<file path="src/rtl/imem_loader.sv">
// Boot-time instruction memory loader: byte stream -> little-endian 32-bit word writes,
// trailing XOR checksum, core held in reset until a good image is in place.
module imem_loader #(
  parameter int MAX_WORDS = 1024
) (
  input  logic        clk,
  input  logic        reset,
  input  logic [7:0]  in_byte,
  input  logic        in_valid,
  output logic        in_ready,
  output logic        wr_en,
  output logic [31:0] wr_addr,
  output logic [31:0] wr_data,
  output logic        core_reset,
  output logic        done,
  output logic        error
);

  localparam logic [2:0] HDR0  = 3'd0;
  localparam logic [2:0] HDR1  = 3'd1;
  localparam logic [2:0] DATA  = 3'd2;
  localparam logic [2:0] WRITE = 3'd3;
  localparam logic [2:0] CHK   = 3'd4;
  localparam logic [2:0] DONE  = 3'd5;
  localparam logic [2:0] ERR   = 3'd6;

  localparam logic [16:0] MAXW = 17'(MAX_WORDS);

  logic [2:0]  state;
  logic [15:0] n_words;
  logic [15:0] word_idx;
  logic [1:0]  byte_idx;
  logic [7:0]  csum;
  logic [23:0] shreg;
  logic [15:0] n_hdr;

  assign n_hdr = {in_byte, n_words[7:0]};

  // All outputs decode from the state register; in_ready never looks at in_valid.
  assign in_ready   = (state == HDR0) || (state == HDR1) || (state == DATA) || (state == CHK);
  assign wr_en      = (state == WRITE);
  assign done       = (state == DONE);
  assign error      = (state == ERR);
  assign core_reset = (state != DONE);

  always_ff @(posedge clk) begin
    if (reset) begin
      state    <= HDR0;
      n_words  <= '0;
      word_idx <= '0;
      byte_idx <= '0;
      csum     <= '0;
      shreg    <= '0;
      wr_addr  <= '0;
      wr_data  <= '0;
    end else begin
      case (state)
        HDR0: if (in_valid) begin
          n_words[7:0] <= in_byte;
          state        <= HDR1;
        end
        HDR1: if (in_valid) begin
          n_words[15:8] <= in_byte;
          if ({1'b0, n_hdr} > MAXW) state <= ERR;
          else if (n_hdr == 16'd0)  state <= CHK;
          else                      state <= DATA;
        end
        DATA: if (in_valid) begin
          csum     <= csum ^ in_byte;
          byte_idx <= byte_idx + 2'd1;
          shreg    <= {in_byte, shreg[23:8]};
          // Address/data are latched here so they stay put after the strobe.
          if (byte_idx == 2'd3) begin
            wr_data <= {in_byte, shreg};
            wr_addr <= {14'd0, word_idx, 2'b00};
            state   <= WRITE;
          end
        end
        WRITE: begin
          word_idx <= word_idx + 16'd1;
          byte_idx <= '0;
          state    <= (word_idx + 16'd1 == n_words) ? CHK : DATA;
        end
        CHK: if (in_valid) begin
          state <= (in_byte == csum) ? DONE : ERR;
        end
        default: ;
      endcase
    end
  end

endmodule

</file>
<file path="config.mk">
export PLATFORM = sky130hd
export DESIGN_NAME = imem_loader
export DESIGN_NICKNAME = d
export VERILOG_FILES = /design/src/rtl/imem_loader.sv
export SDC_FILE = /design/constraint.sdc
export NUM_CORES = 1
export LEC_CHECK = 0
export ABC_AREA = 1
export BUFFER_PORTS_ARGS = -buffer_cell sky130_fd_sc_hd__buf_2
export CAP_MARGIN = 15
export CORE_ASPECT_RATIO = 1.25
export CORE_UTILIZATION = 45
export CTS_CLUSTER_DIAMETER = 50
export CTS_CLUSTER_SIZE = 40
export DETAILED_ROUTE_END_ITERATION = 10
export GPL_TIMING_DRIVEN = 0
export PLACE_DENSITY = 0.65
export REMOVE_ABC_BUFFERS = 1
export SLEW_MARGIN = 15
export SYNTH_ARGS = -nofsm -noshare
export SYNTH_HDL_FRONTEND = slang
export SYNTH_SLANG_ARGS = --single-unit
</file>
<file path="constraint.sdc">
create_clock -name clk -period 3.61 [get_ports clk]
set_input_delay 0.361 -clock clk [delete_from_list [all_inputs] [get_ports clk]]
set_output_delay 0.361 -clock clk [all_outputs]
set_load 0.01 [all_outputs]
</file>
==> impl_metrics.tcl, run 1 <==
set metrics [dict create \
    ant_nets 0 \
    timing.rr.start "state[1]$_SDFFE_PP0P_" \
    cts_tree "yes" \
    critPathMaxFanout 19 \
    finalClockSkew_ns 0.00571 \
    dieArea_sq_um 12400 \
    nNetsFinal 834 \
    viasPerCell 5.06 \
    clk_latency_ns 0.41 \
    layout_common_cells "nand2_1 (167), dfxtp_1 (117), a21oi_1 (93), nand3_1 (92), nor2_1 (82)" \
    utilization_pct 55.3 \
    place_inst 963 \
    multi_input_area_sq_um 2580 \
    fin_ws_ns 1.03 \
    post_drt_wl_per_cell_um 13.1 \
    synth_seq_cells 117 \
    placed_area_sq_um 5810 \
    clkTransAtPathRegs_ns 0.05 \
    relSlewSlack_pct 33.9 \
    crit_end "word_idx[12]$_SDFFE_PP0P_" \
    dp_hpwl_um 8720 \
    final_common_cell "nand2_1" \
    drt_iter0_drc 265 \
    endpoint_kind "flip-flop" \
    ir_drop_uv 416 \
    portBuffers 63 \
    gp_congestion 0.881 \
    grt_pass1_vias 4679 \
    synth_cells 774 \
    final-setup-viol-count 0 \
    grt_first_pass_wirelength_um 21400 \
    core_sq_um 11600 \
    root_buffer "clkbuf_16" \
    clock_sinks 117 \
    finalHoldViolations 0 \
    setup_tns_ns 0 \
    holdWs_ns 0.264 \
    drc 0 \
    ctsResizeCount 0 \
    grt_overflow 0 \
    r2r_end "word_idx[12]$_SDFFE_PP0P_" \
    max_freq_mhz 387 \
    grt_max_degree 71 \
    slew_viol_final 0 \
    io_pins 80 \
    fin_cells 993 \
    vias 5024 \
    cts.path.max_buffers 2 \
    synth_cell_type_count 30 \
    routed_wirelength_um 13000 \
    antenna_found_initial 0 \
    hold_start "in_valid" \
    numCtsBuffers 17 \
    arrival_ns 2.93 \
    maxCapViolCount 0 \
    cp-startpoint "state[1]$_SDFFE_PP0P_" \
    syn_area_sq_um 5370 \
    drive_gt1_share_pct 13.7 \
    post-place-ws_ns 1.05 \
    power.density_nw_per_um2 564 \
    final_area_sq_um 6430 \
    worst_slew_pin_slew_ns 0.991 \
    regArea_sq_um 2340 \
    grt_setup_unrepaired "false" \
    fin_total_pwr_mw 3.62 \
    initial_core_util_pct 46.3 \
    die_w_um 99.7 \
    grtUsageTotal_pct 22.1 \
    yosysSeqAreaShare_pct 43.6 \
    cts_setup_buffers 0 \
    crit_required_ns 3.96 \
    area_growth_pct 19.6 \
    p_leak_nw 2.78 \
    htreeDepth 4 \
    status "finished clean" \
    reg2reg_depth 6 \
    min_period_over_period_pct 71.6 \
    hp-class "input pin to flip-flop" \
    n_antenna_cell 0 \
    crit_path_start_kind "flip-flop" \
    yosys_warnings 0 \
    final.min_clock_period_ns 2.58 \
    rrSetupSlack_ns 1.03 \
    holdBufCountCts 0 \
    rows 44 \
    fillers 1117 \
    die_y_um 124 \
    synth.avg_cell_area_sq_um 6.94 \
    path_class "flip-flop to flip-flop" \
    dr.pass1.iters 4 \
]
==> final cells by class <==
class	instances	area share [%]
flip-flops and latches	117	36.4
multi-input cells	552	40.1
inverters	65	3.80
clock buffers	20	7.11
repair buffers	68	6.97
clock inverters	10	2.41
well taps	161	3.13
==> per-layer routing <==
layer | track usage (%) | part of all wire [%] | vias up
met5 | 0 | 0 | -
met4 | 10.8 | 2.5 | 0
li1 | - | - | 2583
met2 | 38.4 | 50 | 130
met3 | 5.05 | 4.0 | 33
met1 | 25.5 | 44 | 2278
==> synthesized netlist by cell type <==
cell        n  share of area (%)
a21oi_1    93                8.7
a21oi_2     1               0.16
a41oi_1     1               0.16
and2_1      1               0.12
buf_1       3               0.21
buf_2       8               0.75
buf_4      16                2.2
clkbuf_1   28                2.0
clkinv_1    1              0.070
conb_1      1              0.070
dfxtp_1   117                 44
ha_1        2               0.47
inv_1      63                4.4
inv_2       1              0.070
nand2_1   168                 12
nand2_2     4               0.47
nand3_1    92                8.6
nand3b_1    1               0.14
nand4_1     7               0.82
nor2_1     83                5.8
nor2_2      4               0.47
nor2_4      3               0.63
nor3_1      1              0.093
nor4_1      3               0.35
o211ai_1    4               0.56
o21ai_0    55                5.1
or2_2       1               0.12
xnor2_1     1               0.16
xnor3_1     1               0.42
xor2_1     10                1.6
==> critical path: stages, from the launching register on <==
cell and delay, ns:
dfxtp_1 0.43, nand2_1 0.13, nor2_2 0.64, clkinv_1 0.73, a21oi_1 0.36, o21ai_0 0.13, inv_1 0.09
==> how the worst min path moves through the flow <==
| stage | end | slack (ns) | cells past startpoint |
|---|---|---|---|
| 5_1_grt | n_words[8]$_SDFFE_PP0P_ | 0.27 | 3 |
| 3_3_place_gp | byte_idx[0]$_SDFFE_PP0P_ | 0.44 | 1 |
| 4_1_cts | n_words[8]$_SDFFE_PP0P_ | 0.26 | 3 |
| 6_report | n_words[8]$_SDFFE_PP0P_ | 0.26 | 3 |
| 3_5_place_dp | wr_addr[10]$_SDFFE_PP0P_ | 0.45 | 2 |
| 2_1_floorplan | state[2]$_SDFFE_PP0P_ | 0.42 | 1 |
==> where the power goes <==
part	internal (mW)	switching, mW
sequential	1.37	0.0679
clock	1.18	0.561
combinational	0.151	0.297
total	2.70	0.927
==> cell families after synthesis <==
| family | Yosys count | synth area share [%] |
|---|---|---|
| xor+xnor | 12 | 2.21 |
| buf+inv | 120 | 9.69 |
| compound gates | 154 | 14.7 |
| flops | 117 | 43.6 |
| other cells | 1 | 0.0698 |
| fa+ha+maj | 2 | 0.466 |
| simple gates | 368 | 29.3 |
==> sequential cells by signal, indices dropped and copies added (netlist names) <==
| name | flops |
|---|---|
| csum | 8 |
| word_idx | 16 |
| state | 3 |
| wr_addr | 16 |
| shreg | 24 |
| byte_idx | 2 |
| wr_data | 32 |
| n_words | 16 |
No activity file was read; power rests on OpenSTA's default activity.
==> run 2, diff against run 1 <==
ABC_AREA = 0   (was 1)
PLACE_DENSITY = 0.68   (was 0.65)
clock period = 2.3 ns   (was 3.61 ns; I/O delays follow)
==> impl_metrics.tcl, run 2 <==
set metrics [dict create \
    fin_ws_ns 0.0668 \
    drc 0 \
    synth.avg_cell_area_sq_um 7.86 \
    grtUsageTotal_pct 20.0 \
    reg2reg_depth 6 \
    syn_area_sq_um 5130 \
    ir_drop_uv 487 \
    crit_required_ns 2.61 \
    dp_hpwl_um 7490 \
    grt_first_pass_wirelength_um 18900 \
    finalClockSkew_ns 0.00554 \
    synth_top_flop_cell "dfxtp_1" \
    cp_slowest_cell "or4_4" \
    synth_cell_type_count 49 \
    die_y_um 121 \
    final-setup-viol-count 0 \
    numCtsBuffers 17 \
    synth_cells 652 \
    r2r_end "state[1]$_SDFFE_PP0P_" \
    relSlewSlack_pct 33.4 \
    drt_iter0_drc 247 \
    grt_setup_unrepaired "true" \
    holdBufCountCts 0 \
    cts_tree "yes" \
    final.min_clock_period_ns 2.23 \
    arrival_ns 2.54 \
    regMostFlops "wr_data" \
    crit_end "state[1]$_SDFFE_PP0P_" \
    synth_edf_count 0 \
    clock_sinks 117 \
    utilization_pct 54.6 \
    cp-startpoint "word_idx[5]$_SDFFE_PP0P_" \
    synth.area.top_cells "dfxtp_1 (46%), nand2_1 (14%), a21oi_1 (9.6%)" \
    max_stage_delay_ns 0.52 \
    async_flop_share_pct 0 \
    maxCapViolCount 0 \
    rrSetupSlack_ns 0.07 \
    crit_path_start_kind "flip-flop" \
    initial_core_util_pct 46.3 \
    grt_pass1_vias 4026 \
    ant_nets 0 \
    post-place-ws_ns -0.480 \
    viasPerCell 5.20 \
    largest_reg_flops 32 \
    core_sq_um 11100 \
    p_switching_mw 1.15 \
    clk_latency_ns 0.42 \
    worst_slew_pin_slew_ns 0.996 \
    clkTransAtPathRegs_ns 0.05 \
    vias 4360 \
    area_growth_pct 18.1 \
    timing.rr.start "word_idx[5]$_SDFFE_PP0P_" \
    io_pins 80 \
    worstPathCellList "and4_4 > nand3_4 > or4_4 > a2111oi_2 > nand4_1 > a31o_1" \
    dr.pass1.iters 4 \
    holdWs_ns 0.133 \
    cts.path.max_buffers 2 \
    critPathMaxFanout 11 \
    min_period_over_period_pct 97.1 \
    post_drt_wl_per_cell_um 13.5 \
    synth_common_cells "nand2_1 (195), dfxtp_1 (117), a21oi_1 (98), nor2_1 (34), xor2_1 (30)" \
    yosysSeqAreaShare_pct 45.7 \
    routed_wirelength_um 11300 \
    synth_seq_cells 117 \
    clkPwrFrac_pct 53.6 \
    layout_common_cells "nand2_1 (194), dfxtp_1 (106), a21oi_1 (98), buf_2 (62), nor2_1 (34)" \
    path_class "flip-flop to flip-flop" \
    status "finished clean" \
    gp_congestion 0.819 \
    combPwrFrac_pct 4.6 \
    yosysMostFrequentCell "nand2_1" \
    yosysTopAreaCell "dfxtp_1" \
    top_regs "wr_data (32), shreg (24)" \
    endpoint_kind "flip-flop" \
    seq_power_share_pct 41.8 \
    grt_max_degree 81 \
    antenna_found_initial 0 \
    nNetsFinal 704 \
    root_buffer "clkbuf_16" \
    cts_setup_buffers 0 \
    n_antenna_cell 0 \
    p_int_mw 3.83 \
    final_common_cell "nand2_1" \
    rows 43 \
    drive_gt1_share_pct 17.5 \
    power.density_nw_per_um2 823 \
    slew_viol_final 0 \
    dieArea_sq_um 11800 \
    hp-class "input pin to flip-flop" \
    portBuffers 63 \
    setup_tns_ns 0 \
    p_leak_nw 2.33 \
    yosys_warnings 0 \
    max_freq_mhz 448 \
    p_sw_share_pct 23.1 \
    yosysTopAreaCellShare_pct 45.7 \
    finalHoldViolations 0 \
    htreeDepth 4 \
    die_w_um 97.5 \
    grt_overflow 0 \
]
## run 2: cell count changes after synthesis, moves of 5 or more
cell and change:
nand3_1 -79, inv_1 -59, nor2_1 -49, o21ai_0 -46, nand2_1 +27, xor2_1 +20
xnor2_1 +17, and3_1 +7, a21oi_1 +5, buf_2 -5, buf_4 +5, nor2b_1 +5
## run 2: cell families (layout without fill, tap and decap cells)
| kind of cell | count (synthesis) | in the layout | synth area share, % |
|---|---|---|---|
| other cells | 1 | 16 | 0.0731 |
| compound gates | 125 | 125 | 13.3 |
| xor+xnor | 48 | 48 | 8.20 |
| fa+ha+maj | 2 | 2 | 0.488 |
| simple gates | 292 | 292 | 24.8 |
| mux | 2 | 2 | 0.390 |
| flops | 117 | 117 | 45.7 |
| buf+inv | 65 | 102 | 7.00 |
## run 2: power groups by stage
stage	Combinational, mW	Sequential (mW)	Clock (mW)
2_1_floorplan	0.136	2.12	0
4_1_cts	0.229	2.09	2.72
3_5_place_dp	0.226	2.13	0
3_3_place_gp	0.216	2.13	0
6_report	0.231	2.08	2.67
5_1_grt	0.258	2.09	2.80
## run 2: worst min path at each step
stage / end / from / cells after the start
2_1_floorplan: n_words[0]$_SDFFE_PP0P_ / reset / 1
3_3_place_gp: wr_addr[8]$_SDFFE_PP0P_ / wr_addr[8]$_SDFFE_PP0P_ / 2
3_5_place_dp: wr_data[14]$_SDFFE_PP0P_ / wr_data[14]$_SDFFE_PP0P_ / 2
4_1_cts: wr_data[29]$_SDFFE_PP0P_ / in_byte[5] / 3
5_1_grt: n_words[13]$_SDFFE_PP0P_ / in_byte[5] / 3
6_report: wr_data[29]$_SDFFE_PP0P_ / in_byte[5] / 3
## run 2: layout make-up
cell class	count	area, sq um
Clock buffer	17	425
Clock inverter	15	183
Fill cell	1034	5030
Inverter	4	18.8
Multi-Input combinational cell	485	2500
Sequential cell	117	2370
Tap cell	135	169
Timing Repair Buffer	66	393
## run 2: metal layers
metal	part of all wire, %	vias up	global-route usage [%]	routed length (um)
li1	-	2205	-	-
met3	4.3	24	5.41	485
met5	0	-	0	0
met1	43	2039	22.7	4890
met2	51	92	34.5	5740
met4	2.0	0	9.65	226
## run 2: timing repair
item / 4_1_cts / 5_1_grt
hold endpoints to repair: 0 / 0
resized for setup: 11 / 12
setup endpoints to repair: 50 / 48
pin swaps: 0 / 1
gates cloned: 0 / 0
## run 2: worst max-delay path, delay by kind of cell, from the launching register on
kind,cells,cell delay (ns)
flip-flops,1,0.40
AO/OA/AOI/OAI,2,0.61
AND/OR/NAND/NOR,4,1.11
## run 2: metrics by stage
| step | area, sq um | total power, mW | std cells |
|---|---|---|---|
| 2_1_floorplan | 4840 | 2.26 | 606 |
| 3_3_place_gp | 5320 | 2.34 | 804 |
| 3_5_place_dp | 5410 | 2.36 | 807 |
| 4_1_cts | 6030 | 5.03 | 839 |
| 5_1_grt | 6060 | 5.15 | 839 |
| 6_report | 6060 | 4.99 | 839 |
==> run 3, diff against run 2 <==
RECOVER_POWER = 50   (was not set)
==> impl_metrics.tcl, run 3 (synthesis gave the netlist of run 2 again) <==
set metrics [dict create \
    dieArea_sq_um 11800 \
    routed_wirelength_um 11400 \
    critPathMaxFanout 10 \
    final_common_cell "nand2_1" \
    largest_reg_flops 32 \
    fin_cells 839 \
    drt_iter0_drc 286 \
    rows 43 \
    vias 4357 \
    worst_slew_pin_slew_ns 1.01 \
    io_pins 80 \
    p_leak_nw 2.11 \
    viasPerCell 5.19 \
    grt_setup_unrepaired "true" \
    placed_area_sq_um 5410 \
    crit_required_ns 2.61 \
    core_sq_um 11100 \
    clock_sinks 117 \
    slew_viol_final 0 \
    gp_congestion 0.819 \
    cts.path.max_buffers 2 \
    clkTransAtPathRegs_ns 0.05 \
    grt_overflow 0 \
    nNetsFinal 704 \
    max_freq_mhz 449 \
    root_buffer "clkbuf_16" \
    die_w_um 97.5 \
    antenna_found_initial 0 \
    ant_nets 0 \
    rrSetupSlack_ns 0.07 \
    clk_latency_ns 0.41 \
    status "finished clean" \
    n_antenna_cell 0 \
    place_inst 807 \
    timing.rr.start "word_idx[4]$_SDFFE_PP0P_" \
    die_y_um 121 \
    post_drt_wl_per_cell_um 13.6 \
    dp_hpwl_um 7490 \
    final-setup-viol-count 0 \
    hp-class "input pin to flip-flop" \
    min_to "wr_data[29]$_SDFFE_PP0P_" \
    grt_pass1_vias 4026 \
    relSlewSlack_pct 32.4 \
    min_period_over_period_pct 96.8 \
    final_area_sq_um 5990 \
    drc 0 \
    htreeDepth 4 \
    finalClockSkew_ns 0.00698 \
    utilization_pct 54.1 \
    power.density_nw_per_um2 832 \
    layout_common_cells "nand2_1 (194), dfxtp_1 (106), a21oi_1 (98), clkbuf_1 (51), nor2_1 (34)" \
    cts_tree "yes" \
    dr.pass1.iters 4 \
    crit_path_start_kind "flip-flop" \
    path_class "flip-flop to flip-flop" \
    finalHoldViolations 0 \
    hold_start "in_byte[5]" \
    regMostFlops "wr_data" \
    initial_core_util_pct 46.3 \
    r2r_end "state[1]$_SDFFE_PP0P_" \
    arrival_ns 2.53 \
    area_growth_pct 16.9 \
    grt_first_pass_wirelength_um 18900 \
    maxCapViolCount 0 \
    top_regs "wr_data (32), shreg (24)" \
    cts_setup_buffers 0 \
    drive_gt1_share_pct 10.2 \
    ir_drop_uv 485 \
    portBuffers 63 \
    final.min_clock_period_ns 2.23 \
    grt_max_degree 81 \
    numCtsBuffers 17 \
    grtUsageTotal_pct 20.0 \
    min_path_cells 3 \
    endpoint_kind "flip-flop" \
    reg2reg_depth 6 \
]
-- run 3: what timing repair did --
item / 4_1_cts / 5_1_grt
pin swaps: 0 / 1
setup endpoints to repair: 50 / 48
endpoints found under the hold margin: 0 / 0
hold buffers: 0 / 0
gates resized for setup: 11 / 12
-- run 3: worst max path at each step --
stage	to	slack, ns	depth (start not counted)	startpoint
floorplan	wr_addr[10]$_SDFFE_PP0P_	-0.16	5	state[2]$_SDFFE_PP0P_
global route	state[1]$_SDFFE_PP0P_	-0.05	6	word_idx[5]$_SDFFE_PP0P_
detailed placement	wr_data[7]$_SDFFE_PP0P_	-0.48	6	state[2]$_SDFFE_PP0P_
global placement	wr_addr[15]$_SDFFE_PP0P_	-1.15	5	state[2]$_SDFFE_PP0P_
CTS	state[1]$_SDFFE_PP0P_	0.009	6	word_idx[3]$_SDFFE_PP0P_
finish	state[1]$_SDFFE_PP0P_	0.07	6	word_idx[4]$_SDFFE_PP0P_
-- run 3: per-stage QoR --
step / setup WS (ns) / power [mW] / hold WS [ns] / TNS [ns]
CTS: 0.00896 / 5.03 / 0.120 / 0
finish: 0.0743 / 4.98 / 0.134 / 0
global placement: -1.15 / 2.34 / 0.438 / -55.13
detailed placement: -0.480 / 2.36 / 0.443 / -18.91
global route: -0.0453 / 5.15 / 0.138 / -0.0453
floorplan: -0.156 / 2.26 / 0.299 / -7.50
-- run 3: layer usage --
| metal | part of all wire (%) | GRT usage (%) | vias up | wire, um |
|---|---|---|---|---|
| met5 | 0 | 0 | - | 0 |
| met3 | 4.3 | 5.41 | 18 | 489 |
| met2 | 51 | 34.5 | 91 | 5780 |
| li1 | - | - | 2206 | - |
| met1 | 43 | 22.7 | 2042 | 4920 |
| met4 | 1.7 | 9.65 | 0 | 188 |
-- run 3: cell type report --
class / instances / area [sq um]
fill: 1060 / 5090
multi-input combinational: 485 / 2500
sequential: 117 / 2370
clock buffer: 17 / 425
timing repair buffer: 66 / 329
clock inverter: 15 / 183
tap: 135 / 169
inverter: 4 / 18.8
-- run 3: worst max-delay path, stage by stage, from the launching register on --
cell and delay (ns):
dfxtp_4 0.40, and4_4 0.29, nand3_4 0.10, or4_4 0.52, a2111oi_2 0.35, nand4_1 0.20, a31o_1 0.26
-- run 3: report_power, final --
part | internal [mW] | switching [mW]
combinational | 0.0787 | 0.153
clock | 1.71 | 0.964
sequential | 2.05 | 0.0349
